==> config.mk <==
export PLATFORM = sky130hd
export DESIGN_NAME = store_buffer_flat
export DESIGN_NICKNAME = d
export VERILOG_FILES = /design/src/rtl/store_buffer_pkg.sv /design/src/rtl/store_buffer_if.sv /design/src/rtl/store_buffer_match.sv /design/src/rtl/store_buffer.sv /design/src/flat_wrapper.sv
export SDC_FILE = /design/constraint.sdc
export NUM_CORES = 1
export LEC_CHECK = 0
export ABC_AREA = 1
export CAP_MARGIN = 0
export CORE_ASPECT_RATIO = 0.5
export CORE_MARGIN = 2
export CORE_UTILIZATION = 54
export DETAILED_ROUTE_END_ITERATION = 10
export PLACE_DENSITY = 0.78
export SLEW_MARGIN = 10
export SYNTH_ARGS = -nofsm -noshare
export SYNTH_HDL_FRONTEND = slang
export SYNTH_SLANG_ARGS = --single-unit
export TNS_END_PERCENT = 50
==> constraint.sdc <==
create_clock -name clk -period 5 [get_ports clk]
set_clock_uncertainty 0.05 [all_clocks]
set_input_delay 0.5 -clock clk [delete_from_list [all_inputs] [get_ports clk]]
set_output_delay 0.5 -clock clk [all_outputs]
set_load 0.005 [all_outputs]
==> src/rtl/store_buffer_pkg.sv <==
// Shared types and sizes for the posted-write store buffer.
// Entry record, pointer/count types and a word-address compare helper.
package store_buf_pkg;

  localparam int DEPTH = 4;
  localparam int AW    = 32;
  localparam int DW    = 32;
  localparam int PW    = $clog2(DEPTH);
  localparam int CW    = PW + 1;

  typedef logic [PW-1:0] ptr_t;
  typedef logic [CW-1:0] cnt_t;

  typedef struct packed {
    logic [AW-1:0] adr;
    logic [DW-1:0] data;
    logic          sb;
  } sbuf_entry_t;

  // Loads and stores alias when they touch the same 32-bit word.
  function automatic logic word_eq(
    input logic [AW-1:0] a,
    input logic [AW-1:0] b
  );
    return a[AW-1:2] == b[AW-1:2];
  endfunction

endpackage

==> src/rtl/store_buffer_if.sv <==
// Core-side and dmem-side signals of the store buffer.
// slave: the buffer itself; master: core + dmem environment.
interface store_buffer_if;
  import store_buf_pkg::*;

  logic          cpu_memwrite;
  logic          cpu_sb;
  logic          cpu_memread;
  logic [AW-1:0] cpu_adr;
  logic [DW-1:0] cpu_wdata;
  logic [DW-1:0] cpu_rdata;
  logic          cpu_stall;
  logic          mem_we;
  logic          mem_sb;
  logic [AW-1:0] mem_adr;
  logic [DW-1:0] mem_wdata;
  logic [AW-1:0] mem_raddr;
  logic [DW-1:0] mem_rdata;
  logic          mem_ready;

  modport slave (
    input  cpu_memwrite, cpu_sb, cpu_memread,
    input  cpu_adr, cpu_wdata,
    input  mem_rdata, mem_ready,
    output cpu_rdata, cpu_stall,
    output mem_we, mem_sb, mem_adr,
    output mem_wdata, mem_raddr
  );

  modport master (
    output cpu_memwrite, cpu_sb, cpu_memread,
    output cpu_adr, cpu_wdata,
    output mem_rdata, mem_ready,
    input  cpu_rdata, cpu_stall,
    input  mem_we, mem_sb, mem_adr,
    input  mem_wdata, mem_raddr
  );

endinterface

==> src/rtl/store_buffer_match.sv <==
// sbuf_match: word-address compare of a load against all valid entries.
// Ports: ent/vld/wr_ptr (buffer state), adr (load) -> hit, hit_idx, hit_sb.
module sbuf_match
  import store_buf_pkg::*;
(
  input  sbuf_entry_t [DEPTH-1:0] ent,
  input  logic [DEPTH-1:0]        vld,
  input  ptr_t                    wr_ptr,
  input  logic [AW-1:0]           adr,
  output logic                    hit,
  output ptr_t                    hit_idx,
  output logic                    hit_sb
);

  ptr_t idx;

  // Walk oldest to youngest so the last match (youngest) wins.
  always_comb begin
    hit     = 1'b0;
    hit_idx = '0;
    hit_sb  = 1'b0;
    idx     = '0;
    for (int k = DEPTH; k >= 1; k--) begin
      idx = wr_ptr - ptr_t'(k);
      if (vld[idx] && word_eq(ent[idx].adr, adr)) begin
        hit     = 1'b1;
        hit_idx = idx;
        hit_sb  = ent[idx].sb;
      end
    end
  end

endmodule

==> src/rtl/store_buffer.sv <==
// store_buffer: posted-write FIFO between core and dmem with load check.
// Ports: clk, reset (async, active-low), bus (store_buffer_if.slave), count.
// Build option: STORE_BUF_FWD_EN forwards youngest word-store data to loads.
module store_buffer
  import store_buf_pkg::*;
(
  input  logic                 clk,
  input  logic                 reset,
  store_buffer_if.slave        bus,
  output cnt_t                 count
);

  sbuf_entry_t [DEPTH-1:0] ent_q;
  logic [DEPTH-1:0]        vld_q;
  ptr_t                    rd_ptr;
  ptr_t                    wr_ptr;
  cnt_t                    cnt_q;

  logic        empty;
  logic        full;
  logic        deq;
  logic        enq;
  logic        is_load;
  logic        hit;
  ptr_t        hit_idx;
  logic        hit_sb;
  logic        load_hazard;
  sbuf_entry_t head;

  sbuf_match u_match (
    .ent     (ent_q),
    .vld     (vld_q),
    .wr_ptr  (wr_ptr),
    .adr     (bus.cpu_adr),
    .hit     (hit),
    .hit_idx (hit_idx),
    .hit_sb  (hit_sb)
  );

  assign empty   = (cnt_q == '0);
  assign full    = (cnt_q == cnt_t'(DEPTH));
  assign head    = ent_q[rd_ptr];
  assign deq     = ~empty & bus.mem_ready;
  // A store wins over a simultaneous load.
  assign is_load = bus.cpu_memread & ~bus.cpu_memwrite;

`ifdef STORE_BUF_FWD_EN
  assign load_hazard = is_load & hit & hit_sb;
  assign bus.cpu_rdata =
    (is_load & hit & ~hit_sb) ? ent_q[hit_idx].data
                              : bus.mem_rdata;
`else
  assign load_hazard = is_load & hit;
  assign bus.cpu_rdata = bus.mem_rdata;
`endif

  // A full buffer still accepts a store when the head leaves this cycle.
  assign bus.cpu_stall =
    (bus.cpu_memwrite & full & ~deq) | load_hazard;
  assign enq = bus.cpu_memwrite & ~bus.cpu_stall;

  assign bus.mem_we    = ~empty;
  assign bus.mem_sb    = head.sb;
  assign bus.mem_adr   = head.adr;
  assign bus.mem_wdata = head.data;
  assign bus.mem_raddr = bus.cpu_adr;
  assign count         = cnt_q;

  always_ff @(posedge clk or negedge reset) begin
    if (!reset) begin
      ent_q  <= '0;
      vld_q  <= '0;
      rd_ptr <= '0;
      wr_ptr <= '0;
      cnt_q  <= '0;
    end else begin
      // Clear before set: on a full enq+deq both hit the same slot.
      if (deq) begin
        vld_q[rd_ptr] <= 1'b0;
        rd_ptr        <= rd_ptr + 1'b1;
      end
      if (enq) begin
        ent_q[wr_ptr] <= '{adr:  bus.cpu_adr,
                           data: bus.cpu_wdata,
                           sb:   bus.cpu_sb};
        vld_q[wr_ptr] <= 1'b1;
        wr_ptr        <= wr_ptr + 1'b1;
      end
      unique case ({enq, deq})
        2'b10:   cnt_q <= cnt_q + 1'b1;
        2'b01:   cnt_q <= cnt_q - 1'b1;
        default: cnt_q <= cnt_q;
      endcase
    end
  end

endmodule

==> src/flat_wrapper.sv <==
// flat-port wrapper written by rule: the top's interface ports become plain ports
module store_buffer_flat import store_buf_pkg::*;
  (clk, reset, count, bus_cpu_memwrite, bus_cpu_sb, bus_cpu_memread, bus_cpu_adr, bus_cpu_wdata, bus_mem_rdata, bus_mem_ready, bus_cpu_rdata, bus_cpu_stall, bus_mem_we, bus_mem_sb, bus_mem_adr, bus_mem_wdata, bus_mem_raddr);
  store_buffer_if bus_i ();
  input  logic clk;
  input  logic reset;
  output cnt_t count;
  input wire logic [$bits(bus_i.cpu_memwrite)-1:0] bus_cpu_memwrite;
  input wire logic [$bits(bus_i.cpu_sb)-1:0] bus_cpu_sb;
  input wire logic [$bits(bus_i.cpu_memread)-1:0] bus_cpu_memread;
  input wire logic [$bits(bus_i.cpu_adr)-1:0] bus_cpu_adr;
  input wire logic [$bits(bus_i.cpu_wdata)-1:0] bus_cpu_wdata;
  input wire logic [$bits(bus_i.mem_rdata)-1:0] bus_mem_rdata;
  input wire logic [$bits(bus_i.mem_ready)-1:0] bus_mem_ready;
  output wire logic [$bits(bus_i.cpu_rdata)-1:0] bus_cpu_rdata;
  output wire logic [$bits(bus_i.cpu_stall)-1:0] bus_cpu_stall;
  output wire logic [$bits(bus_i.mem_we)-1:0] bus_mem_we;
  output wire logic [$bits(bus_i.mem_sb)-1:0] bus_mem_sb;
  output wire logic [$bits(bus_i.mem_adr)-1:0] bus_mem_adr;
  output wire logic [$bits(bus_i.mem_wdata)-1:0] bus_mem_wdata;
  output wire logic [$bits(bus_i.mem_raddr)-1:0] bus_mem_raddr;
  assign bus_i.cpu_memwrite = bus_cpu_memwrite;
  assign bus_i.cpu_sb = bus_cpu_sb;
  assign bus_i.cpu_memread = bus_cpu_memread;
  assign bus_i.cpu_adr = bus_cpu_adr;
  assign bus_i.cpu_wdata = bus_cpu_wdata;
  assign bus_i.mem_rdata = bus_mem_rdata;
  assign bus_i.mem_ready = bus_mem_ready;
  assign bus_cpu_rdata = bus_i.cpu_rdata;
  assign bus_cpu_stall = bus_i.cpu_stall;
  assign bus_mem_we = bus_i.mem_we;
  assign bus_mem_sb = bus_i.mem_sb;
  assign bus_mem_adr = bus_i.mem_adr;
  assign bus_mem_wdata = bus_i.mem_wdata;
  assign bus_mem_raddr = bus_i.mem_raddr;
  store_buffer u_core (.clk(clk), .reset(reset), .bus(bus_i), .count(count));
endmodule
# [Word level (Yosys, flattened, before mapping)]
# Cells that the tools add are included.
[totals] ff_bits=271 latch_bits=0 ramBits=0 romBits=0 input_bits=102 out_inout_bits=134 elab_cells=91 memories=0
[classes] addsub=7 multipliers=0 div=0 magnitude_cmp=7 eq_ne=7 shift=0 muxes=32 bitwise_logic=14 reduce_logical=8
[ops] operator="65-bit binary-select mux with 2-bit select" count=5
[ops] operator="65-bit two-way mux" count=6
[ops] operator="260-bit bitwise mux" count=1
[ops] operator="65-bit demux with 2-bit select" count=1
[ops] operator="30-bit equality test" count=4
[ops] operator="2-bit by 3-bit less-than comparator with 1-bit output, second input constant" count=5
[ops] operator="1-bit two-way mux" count=10
[ops] operator="1-bit binary-select mux with 2-bit select" count=4
[ops] operator="4-bit two-way mux" count=2
[ops] operator="1-bit AND" count=6
[ops] operator="1-bit logical AND" count=6
[ops] operator="3-bit case mux with 2 select lines" count=1
[ops] operator="2-bit by 1-bit adder with 2-bit output, second input constant" count=2
[ops] operator="4-bit AND" count=1
[ops] operator="1-bit demux with 2-bit select" count=2
[ops] operator="2-bit by 1-bit >= comparator with 1-bit output, second input constant" count=2
[ops] operator="1-bit inverter" count=4
[ops] operator="4-bit inverter" count=1
[ops] operator="4-bit bitwise OR" count=1
[ops] operator="2-bit subtractor, second input constant" count=2
[ops] operator="3-bit by 1-bit adder with 3-bit output, second input constant" count=1
[ops] operator="3-bit equality test, second input constant" count=1
[ops] operator="3-bit logical NOT" count=1
[ops] operator="3-bit by 1-bit subtractor with 3-bit output, second input constant" count=1
[ops] operator="other kinds (5)" count=5

# [Longest topological paths before layout]
# Gate-level depths: netlist of run 1.
[depth] depth_word=14 ltp_mapped=27 ltp_nobuf=22

# [Cells and area by module]
# Synthesis of run 1 repeated with hierarchy kept, for this count alone.
[hier_totals] hier_cells=3026 area_unflattened_um2=19358.6
[modules_own_cells] module="store_buffer" instances=1 cells_per_inst=1660 area_each_um2=13665.6 seq_area_each_um2=6781.5
[modules_own_cells] module="sbuf_match" instances=1 cells_per_inst=1366 area_each_um2=5693.0 seq_area_each_um2=0.0

# [Worst setup path after synthesis of run 1]
# Ideal clock, no wire load.
[synth_timing] kind="flip-flop to flip-flop" start="reg u_core.wr_ptr[0]" end="reg u_core.cnt_q[2] (netlist: u_core.count[2])" setup_time_ns=0.131 t_arrival_ns=3.440 required_time_ns=4.819 slack_ns=1.379 path_stages_with_launch=26 n_path_buf=5 period_less_slack_ns=3.621 cell_sequence="dfrtp_1 > inv_2 > buf_4 > buf_2 > ha_1 > buf_2 > buf_1 > nand3_1 > nand2_1 > nor2_1 > nor2_1 > nand2_1 > nor2_1 > nand2_1 > nor2_1 > nor2_1 > nand2_1 > a21oi_2 > buf_2 > nand2_1 > ha_1 > inv_1 > fa_1 > a21oi_1 > o21ai_0 > xor2_1"
[synth_lines] element="from (decl)" line_no="store_buffer.sv:16" source="ptr_t wr_ptr;"
[synth_lines] element="from (signal assigned)" line_no="store_buffer.sv:87" source="wr_ptr <= wr_ptr + 1'b1;"
[synth_lines] element="2-bit by 1-bit subtractor with 2-bit output *" line_no="store_buffer_match.sv:24" source="idx = wr_ptr - ptr_t'(k);"
[synth_lines] element="net u_core.u_match.idx[0]" line_no="store_buffer_match.sv:15" source="ptr_t idx;"
[synth_lines] element="65-bit binary-select mux with 2-bit select"
[synth_lines] element="65-bit two-way mux (implied by the code)" line_no="store_buffer_match.sv:25" source="if (vld[idx] && word_eq(ent[idx].adr, adr)) begin"
[synth_lines] element="30-bit equality test" line_no="store_buffer_pkg.sv:25" source="return a[AW-1:2] == b[AW-1:2];"
[synth_lines] element="1-bit logical AND *" line_no="store_buffer_match.sv:25"
[synth_lines] element="1-bit two-way mux *" line_no="store_buffer_match.sv:25"
[synth_lines] element="1-bit AND *" line_no="store_buffer.sv:53" source="assign load_hazard = is_load & hit;"
[synth_lines] element="1-bit bitwise OR *" line_no="store_buffer.sv:59" source="(bus.cpu_memwrite & full & ~deq) | load_hazard;"
[synth_lines] element="1-bit inverter *" line_no="store_buffer.sv:60" source="assign enq = bus.cpu_memwrite & ~bus.cpu_stall;"
[synth_lines] element="1-bit AND *" line_no="store_buffer.sv:60"
[synth_lines] element="2-bit by 1-bit equality test with 1-bit output or 2-bit equality test (tied branches)" line_no="store_buffer.sv:89" source="unique case ({enq, deq})"
[synth_lines] element="3-bit case mux with 2 select lines or 2-bit nonzero test (tied branches)"
[synth_lines] element="to (signal assigned)" line_no="store_buffer.sv:90" source="2'b10: cnt_q <= cnt_q + 1'b1;"
[synth_lines] element="to (signal assigned)" line_no="store_buffer.sv:91" source="2'b01: cnt_q <= cnt_q - 1'b1;"
[synth_lines] element="to (signal assigned)" line_no="store_buffer.sv:92" source="default: cnt_q <= cnt_q;"
[synth_lines] element="to (decl)" line_no="store_buffer.sv:17" source="cnt_t cnt_q;"
# The timed path passes the listed nets; every way through them passes the cells marked *. The select of a mux whose other input is x is not followed.
# A chain may end at the register's enable or synchronous reset.

# [Worst setup path after layout of run 1]
[layout_timing] start="reg u_core.wr_ptr[0]" end="out bus_cpu_stall"
[layout_via] elab_chain_len=10
[layout_rtl] element="2-bit subtractor or 65-bit binary-select mux with 2-bit select (tied branches)"
[layout_rtl] element="65-bit binary-select mux with 2-bit select or 65-bit two-way mux (tied branches)"
[layout_rtl] element="65-bit two-way mux (implied by the code) or 30-bit equality test (tied branches)" line_no="store_buffer_match.sv:25, store_buffer_pkg.sv:25"
[layout_rtl] element="30-bit equality test or 1-bit logical AND (tied branches)" line_no="store_buffer_pkg.sv:25, store_buffer_match.sv:25"
[layout_rtl] element="1-bit logical AND or 1-bit two-way mux (tied branches)" line_no="store_buffer_match.sv:25"
[layout_rtl] element="1-bit two-way mux (2 in series)" line_no="store_buffer_match.sv:25"
[layout_rtl] element="1-bit two-way mux *" line_no="store_buffer_match.sv:25"
[layout_rtl] element="1-bit AND *" line_no="store_buffer.sv:53"
[layout_rtl] element="1-bit bitwise OR *" line_no="store_buffer.sv:59"
[layout_rtl] element="to (decl)" line_no="flat_wrapper.sv:16" source="output wire logic [$bits(bus_i.cpu_stall)-1:0] bus_cpu_stall;"
# Every way passes the cells marked *; elsewhere a longest branch is shown, timed or not. The select of a mux whose other input is x is not followed.

==> results.rst, run 1 <==
.. list-table::
   :header-rows: 1

   * - Metric
     - Value
   * - Worst hold slack
     - -26.82 ps
   * - Share of total power consumed by net switching
     - 49.16%
   * - DR DRC count
     - 0
   * - Launching element type of the critical path
     - flip-flop
   * - Violation count after the first detailed-route iteration
     - 2631
   * - Hold violation count in the final report
     - 4
   * - Transition at the pin with the smallest max-transition slack
     - 1179 ps
   * - # setup viols final
     - 0
   * - Data arrival time of the critical path
     - 4190 ps
   * - Shortest clock period the worst path allows after layout
     - 4737 ps
   * - Largest area contributor in the netlist
     - sky130_fd_sc_hd__dfrtp_1
   * - Area grow syn2layout
     - 11.29%
   * - Hold buffers post-CTS
     - 0
   * - Result of the run
     - finished, violations left
   * - Violated checks
     - hold timing
   * - Final HPWL from detailed placement
     - 40.15 mm
   * - Summed instance area of the synthesized netlist
     - 18500 um2
   * - Total number of clock tree sinks
     - 271
   * - Pwr per Cell Area
     - 744.9 nW/um2
   * - Number of input and output port buffers inserted
     - 171
   * - Weighted congestion reported at the end of routability-driven placement
     - 1.036
   * - Flop and latch count out of synthesis
     - 271
   * - Average instance area after synthesis
     - 6.502 um2
   * - Aggregate routed wire length
     - 64.08 mm
   * - Power share of the clock group
     - 14.3%
   * - Aggregate global routing overflow
     - 0
   * - Setup crit end kind
     - output pin
   * - Required time of the worst setup path
     - 4450 ps
   * - Sequential share of power
     - 27.1%
   * - Detail-routed via count per cell
     - 6.146
   * - Unrepaired setup endpoints after global routing
     - no
   * - Worst slew margin relative to its limit
     - 21.32%
   * - Horizontal die dimension
     - 265.8 um
   * - Vertical die dimension
     - 134.9 um
   * - Number of antenna violations at the first check in global routing
     - 1
   * - Max-capacitance violation count
     - 0
   * - Number of distinct library cells after synthesis
     - 22
   * - Type of the worst setup path
     - reg -> out
   * - Final number of max-transition violations
     - 0
   * - Global-route wire length before repair
     - 101.1 mm
   * - Total Die Area
     - 35840 um2
   * - Maximum level of the CTS H-tree
     - 1
   * - TritonCTS Buffers
     - 26
   * - Number of vias after detailed routing
     - 19960
   * - Ratio of final minimum period to clock period
     - 94.74%
   * - Max VDD drop
     - 0.4776 mV
   * - Synthesized instance count
     - 2845
   * - Clk Tree Root Cell
     - sky130_fd_sc_hd__clkbuf_16
   * - Largest net degree at the start of global routing
     - 136
   * - Via count of the first global-routing pass
     - 18410
   * - Core outline area
     - 33400 um2
   * - Post-DRT Antenna Nets
     - 0
   * - Global-route total usage across every layer
     - 35.38%
   * - Clock insertion delay at the later pin of the skew report
     - 610 ps
   * - Final setup TNS
     - 0 ps
   * - Total Power
     - 0.01534 W
   * - Cell internal pwr
     - 0.007796 W
   * - Cell Rows
     - 47
   * - Dominant synthesized flop cell
     - sky130_fd_sc_hd__dfrtp_1
   * - Share of the synthesized area in the top cell type
     - 36.66%
   * - Synth async-reset ratio
     - 100.0%
   * - FF-to-FF setup slack
     - 650 ps
   * - Clock-pin slew on the worst setup and hold paths
     - 70 ps
   * - Worst min-delay path category
     - in -> async
   * - Proportion of layout cells with a drive suffix above 1
     - 3.776%
   * - Number of I/O pins
     - 236
   * - Synthesis Warnings
     - 0
   * - Average wire length per cell after detail routing
     - 19.73 um
   * - Maximum number of buffers from clock root to sink
     - 3
   * - Pre-antenna DRT Iters
     - 8
   * - Critical-path maximum fanout
     - 27
   * - # nets final
     - 2899
   * - Portion of the post-synthesis area used by sequential elements
     - 36.66%
   * - Number of synthesized flops with an enable pin
     - 0
   * - Antenna cell count
     - 0
   * - Static leakage
     - 10.34 nW
   * - Power dissipated by switching net loads
     - 0.007539 W
   * - Post-Synthesis Net Count
     - 2957
   * - Combinational share of power
     - 58.6%
   * - Maximum operating frequency
     - 211.1 MHz
   * - Synth top area cells
     - sky130_fd_sc_hd__dfrtp_1 37%, sky130_fd_sc_hd__nand2_1 24%, sky130_fd_sc_hd__nand3_1 9.4%
   * - CTS tree
     - built
   * - Starting utilization of the core area
     - 55.38%
## critical path, cell delays in order, from the launching register on
cell and delay (ps):
sky130_fd_sc_hd__dfrtp_4 570, sky130_fd_sc_hd__clkinv_2 130, sky130_fd_sc_hd__ha_2 550, sky130_fd_sc_hd__inv_4 210
sky130_fd_sc_hd__buf_12 220, sky130_fd_sc_hd__nand3_1 100, sky130_fd_sc_hd__nand2_1 60, sky130_fd_sc_hd__nand2_1 50
sky130_fd_sc_hd__nand2_1 90, sky130_fd_sc_hd__nor2_1 140, sky130_fd_sc_hd__nand2_1 70, sky130_fd_sc_hd__nor2_1 140
sky130_fd_sc_hd__nand2_1 70, sky130_fd_sc_hd__nor2_1 90, sky130_fd_sc_hd__nor2_1 40, sky130_fd_sc_hd__nand2_1 230
sky130_fd_sc_hd__a21oi_4 140, sky130_fd_sc_hd__inv_1 130, sky130_fd_sc_hd__clkdlybuf4s50_1 530
## placed cells by master (no fill, tap or decap), drive strengths merged
cell type,instances
bufinv,4
clkbuf,35
buf,47
inv,43
nand3,346
o21ai,151
xor2,7
clkinv,9
ha,9
dfrtp,271
nand3b,1
nor2,212
o22ai,65
nand2,1165
a21oi,5
fa,1
nand4,264
xnor2,1
clkinvlp,2
clkdlybuf4s50,169
## sequential cells by signal (all words and copies together), names as in the netlist
| name | flops |
|---|---|
| u_core.wr_ptr | 2 |
| u_core.ent_q | 260 |
| u_core.rd_ptr | 2 |
| u_core.vld_q | 4 |
| u_core.count | 3 |
## power groups by stage
| stage | combinational [W] | clock [W] | sequential, W |
|---|---|---|---|
| 4_1_cts | 0.00882 | 0.00222 | 0.00411 |
| 6_report | 0.00899 | 0.00219 | 0.00415 |
| 3_3_place_gp | 0.00863 | 0 | 0.00412 |
| 5_1_grt | 0.00999 | 0.00230 | 0.00424 |
| 2_1_floorplan | 0.00591 | 0 | 0.00381 |
| 3_5_place_dp | 0.00877 | 0 | 0.00413 |
## path summary, 6_finish.rpt
kind,start,end,cells past startpoint
min,reset,u_core.ent_q[90]$_DFFE_PN0P_,1
min in group clk,u_core.ent_q[139]$_DFFE_PN0P_,u_core.ent_q[139]$_DFFE_PN0P_,2
max reg2reg,u_core.wr_ptr[0]$_DFFE_PN0N_,u_core.count[2]$_DFFE_PN0P_,23
min reg2reg,u_core.ent_q[139]$_DFFE_PN0P_,u_core.ent_q[139]$_DFFE_PN0P_,2
max in group asynchronous,reset,u_core.ent_q[54]$_DFFE_PN0P_,2
max,u_core.wr_ptr[0]$_DFFE_PN0N_,bus_cpu_stall,18
## area by class of cell
class	instances	area, um2
inverters	44	171.4
fillers	3053	12810
well taps	441	551.8
clock inverters	14	207.7
multi-input cells	2227	9971
clock buffers	34	720.7
repair buffers	217	2173
flip-flops and latches	271	6792
## synthesized netlist by cell type, types with 7 or more instances
master / count
sky130_fd_sc_hd__inv_1: 41
sky130_fd_sc_hd__clkbuf_1: 130
sky130_fd_sc_hd__xor2_1: 7
sky130_fd_sc_hd__buf_4: 80
sky130_fd_sc_hd__buf_1: 14
sky130_fd_sc_hd__ha_1: 9
sky130_fd_sc_hd__buf_2: 69
sky130_fd_sc_hd__o22ai_1: 65
sky130_fd_sc_hd__nand2_1: 1165
sky130_fd_sc_hd__nand3_1: 346
sky130_fd_sc_hd__nand4_1: 264
sky130_fd_sc_hd__o21ai_1: 13
sky130_fd_sc_hd__o21ai_0: 138
sky130_fd_sc_hd__buf_6: 10
sky130_fd_sc_hd__dfrtp_1: 271
sky130_fd_sc_hd__nor2_1: 212
## kinds of logic (layout without fill, tap and decap cells)
logic type | count (synthesis) | after routing | synth area share (%)
AOI/OAI and AO/OA | 221 | 221 | 6.439
xor gates and xnor gates | 8 | 8 | 0.3788
adders and majority gates | 10 | 10 | 0.7170
buffers and inverters | 347 | 309 | 9.537
DFF | 271 | 271 | 36.66
and+or+nand+nor | 1988 | 1988 | 46.27
## layer usage
layer  GRT usage [%]  share of wire [%]
met1           50.47                 43
met2           53.58                 44
met3           7.476                 11
met4           12.33                3.1
met5               0                  0
## per-stage QoR
stage | instance area [um2] | std cells | hold WS (ps) | util (%) | worst slack (ps)
finish | 20590 | 3248 | -26.82 | 61.63 | 263.1
global route | 20590 | 3248 | 91.49 | 61.63 | 25.84
CTS | 20570 | 3247 | 39.13 | 61.58 | 34.45
detailed placement | 19640 | 3199 | 410.1 | 58.80 | 482.1
global placement | 19640 | 3199 | 407.1 | 58.80 | 633.8
floorplan | 18500 | 2845 | 154.4 | - | 1379
## timing repair
item | 4_1_cts | 5_1_grt
endpoints found under the setup margin | 0 | 1
gates resized for setup | 0 | 3
setup buffers | 0 | 1
Note: power is estimated with default switching activity, not from simulation.
==> run 2: changes to the inputs <==
--- a/config.mk
+++ b/config.mk
@@ -12,2 +12,3 @@
 export CORE_UTILIZATION = 54
+export CTS_CLUSTER_SIZE = 28
 export DETAILED_ROUTE_END_ITERATION = 10
--- a/constraint.sdc
+++ b/constraint.sdc
@@ -4,2 +4,2 @@
 set_output_delay 0.5 -clock clk [all_outputs]
-set_load 0.005 [all_outputs]
+set_load 0.01 [all_outputs]
==> results.rst, run 2 (synthesis results as in run 1) <==
.. list-table::
   :header-rows: 1

   * - Metric
     - Value
   * - Result of the run
     - completed
   * - Worst slew margin relative to its limit
     - 26.10%
   * - Pre-antenna DRT Iters
     - 6
   * - Number of antenna violations at the first check in global routing
     - 1
   * - Max VDD drop
     - 0.5672 mV
   * - Total Die Area
     - 35840 um2
   * - Number of I/O pins
     - 236
   * - Vertical die dimension
     - 134.9 um
   * - Max FFs per register
     - 260
   * - Starting utilization of the core area
     - 55.38%
   * - Data arrival time of the critical path
     - 4180 ps
   * - Post-cts sizing count
     - 0
   * - Ratio of final minimum period to clock period
     - 94.60%
   * - Pwr per Cell Area
     - 750.9 nW/um2
   * - Clk Tree Root Cell
     - sky130_fd_sc_hd__clkbuf_16
   * - Number of vias after detailed routing
     - 19910
   * - DR DRC count
     - 0
   * - Aggregate global routing overflow
     - 0
   * - Transition at the pin with the smallest max-transition slack
     - 1108 ps
   * - Area grow syn2layout
     - 10.66%
   * - Weighted congestion reported at the end of routability-driven placement
     - 1.015
   * - Violation count after the first detailed-route iteration
     - 2570
   * - Aggregate routed wire length
     - 62.59 mm
   * - Final setup TNS
     - 0 ps
   * - Clock-pin slew on the worst setup and hold paths
     - 70 ps
   * - Critical-path maximum fanout
     - 36
   * - Final number of max-transition violations
     - 0
   * - Largest net degree at the start of global routing
     - 145
   * - Maximum number of buffers from clock root to sink
     - 3
   * - # nets final
     - 2891
   * - Detail-routed via count per cell
     - 6.143
   * - Post-DRT Antenna Nets
     - 0
   * - Horizontal die dimension
     - 265.8 um
   * - Finished layout cell area
     - 20470 um2
   * - Maximum operating frequency
     - 211.4 MHz
   * - Max-capacitance violation count
     - 0
   * - Launching element type of the critical path
     - flip-flop
   * - Total number of clock tree sinks
     - 271
   * - Commonest cells after routing, fill and taps aside
     - 1165 x sky130_fd_sc_hd__nand2_1, 346 x sky130_fd_sc_hd__nand3_1, 267 x sky130_fd_sc_hd__dfrtp_1, 264 x sky130_fd_sc_hd__nand4_1, 212 x sky130_fd_sc_hd__nor2_1
   * - Most common cell after layout, fill and taps aside
     - sky130_fd_sc_hd__nand2_1
   * - Average wire length per cell after detail routing
     - 19.31 um
   * - Clock insertion delay at the later pin of the skew report
     - 590 ps
   * - Count of non-filler cells in the finished layout
     - 3241
   * - CTS tree
     - built
   * - Proportion of layout cells with a drive suffix above 1
     - 3.430%
   * - Number of cells in the design after placement
     - 3190
   * - Cell Rows
     - 47
   * - Top register by number of flip-flops
     - u_core.ent_q
   * - Global-route total usage across every layer
     - 34.25%
   * - Unrepaired setup endpoints after global routing
     - no
   * - Footprint of the flip-flops and latches
     - 6792 um2
   * - Maximum level of the CTS H-tree
     - 1
   * - Global-route wire length before repair
     - 98.01 mm
   * - Worst min-delay path category
     - reg -> reg
   * - Shortest clock period the worst path allows after layout
     - 4730 ps
   * - Final HPWL from detailed placement
     - 38.79 mm
   * - Worst slack at placement
     - 902.9 ps
   * - Required time of the worst setup path
     - 4450 ps
   * - Hold violation count in the final report
     - 0
   * - Via count of the first global-routing pass
     - 17630
   * - Type of the worst setup path
     - reg -> out
   * - Number of input and output port buffers inserted
     - 171
   * - Setup slack after layout
     - 270.0 ps
   * - Fillcell total
     - 3093
   * - # setup viols final
     - 0
   * - Static leakage
     - 10.28 nW
   * - TritonCTS Buffers
     - 26
   * - Total Power
     - 0.01537 W
   * - Post-place instance area
     - 19560 um2
   * - Core outline area
     - 33400 um2
   * - Setup crit end kind
     - output pin
   * - Multi-input combinational cell area
     - 9971 um2
run 2: cell types whose count changed in the layout (fill, tap and decap cells not counted), moves of 2 or more:
cell	previous run	this run
sky130_fd_sc_hd__buf_6	2	0
sky130_fd_sc_hd__clkbuf_8	5	10
sky130_fd_sc_hd__bufinv_16	4	1
sky130_fd_sc_hd__clkinv_4	2	0
sky130_fd_sc_hd__buf_4	36	30
run 2: power by group:
| part | total [W] | switching [W] | internal, W |
|---|---|---|---|
| combinational | 0.00910 | 0.00577 | 0.00333 |
| clock | 0.00210 | 0.000945 | 0.00115 |
| sequential | 0.00418 | 0.000961 | 0.00322 |
| total | 0.0154 | 0.00767 | 0.00770 |
run 2: worst max-delay path: stages, from the launching register on:
cell and delay [ps]:
sky130_fd_sc_hd__dfrtp_4 550, sky130_fd_sc_hd__clkinv_2 120, sky130_fd_sc_hd__ha_2 510, sky130_fd_sc_hd__inv_2 140, sky130_fd_sc_hd__buf_12 200, sky130_fd_sc_hd__nand3_1 90, sky130_fd_sc_hd__nand2_1 70, sky130_fd_sc_hd__nand2_1 50
sky130_fd_sc_hd__o21ai_1 70, sky130_fd_sc_hd__nor2_1 230, sky130_fd_sc_hd__nand2_1 130, sky130_fd_sc_hd__nor2_1 110, sky130_fd_sc_hd__nand2_1 60, sky130_fd_sc_hd__nor2_1 90, sky130_fd_sc_hd__nor2_1 50, sky130_fd_sc_hd__nand2_1 200
sky130_fd_sc_hd__a21oi_4 130, sky130_fd_sc_hd__inv_1 160, sky130_fd_sc_hd__clkdlybuf4s50_1 610
run 2: final cells by class:
type                       instances  share of cell area (%)
timing repair buffer             209                   10.24
clock buffer                      40                   3.875
tap                              441                   2.695
antenna                            1                 0.01222
sequential                       271                   33.18
inverter                          44                  0.8251
multi-input combinational       2227                   48.71
clock inverter                     8                  0.4706
run 2: path summary, 6_finish.rpt:
kind                       cells after the start  slack (ps)                     startpoint                             to
max in group asynchronous                      3        3220                          reset  u_core.ent_q[118]$_DFFE_PN0P_
hold reg to reg                                2         430  u_core.ent_q[137]$_DFFE_PN0P_  u_core.ent_q[137]$_DFFE_PN0P_
hold / removal                                 2         430  u_core.ent_q[137]$_DFFE_PN0P_  u_core.ent_q[137]$_DFFE_PN0P_
setup / recovery                              18         270   u_core.wr_ptr[0]$_DFFE_PN0N_                  bus_cpu_stall
setup reg to reg                              23         850   u_core.wr_ptr[0]$_DFFE_PN0N_    u_core.count[2]$_DFFE_PN0P_
min in group asynchronous                      2         500                          reset  u_core.ent_q[218]$_DFFE_PN0P_
run 2: what timing repair did:
action                                 CTS  global route
setup buffers                            0             1
setup endpoints to repair                0             1
hold buffers                             1             0
endpoints found under the hold margin   21             0
run 2: stage by stage:
step                utilization [%]  hold WS (ps)
detailed placement            58.56         410.7
CTS                           61.26         428.3
floorplan                         -         154.4
finish                        61.29         427.7
global placement              58.56         407.0
global route                  61.28         445.0
run 2: metal layers:
metal	share of wire (%)	routed length [um]	vias to the layer above	track usage, %
met4	2.5	1584	0	9.270
met1	42	26590	9376	49.79
li1	-	-	9297	-
met2	44	27230	1119	51.93
met3	11	7185	118	7.276
met5	0	0	-	0
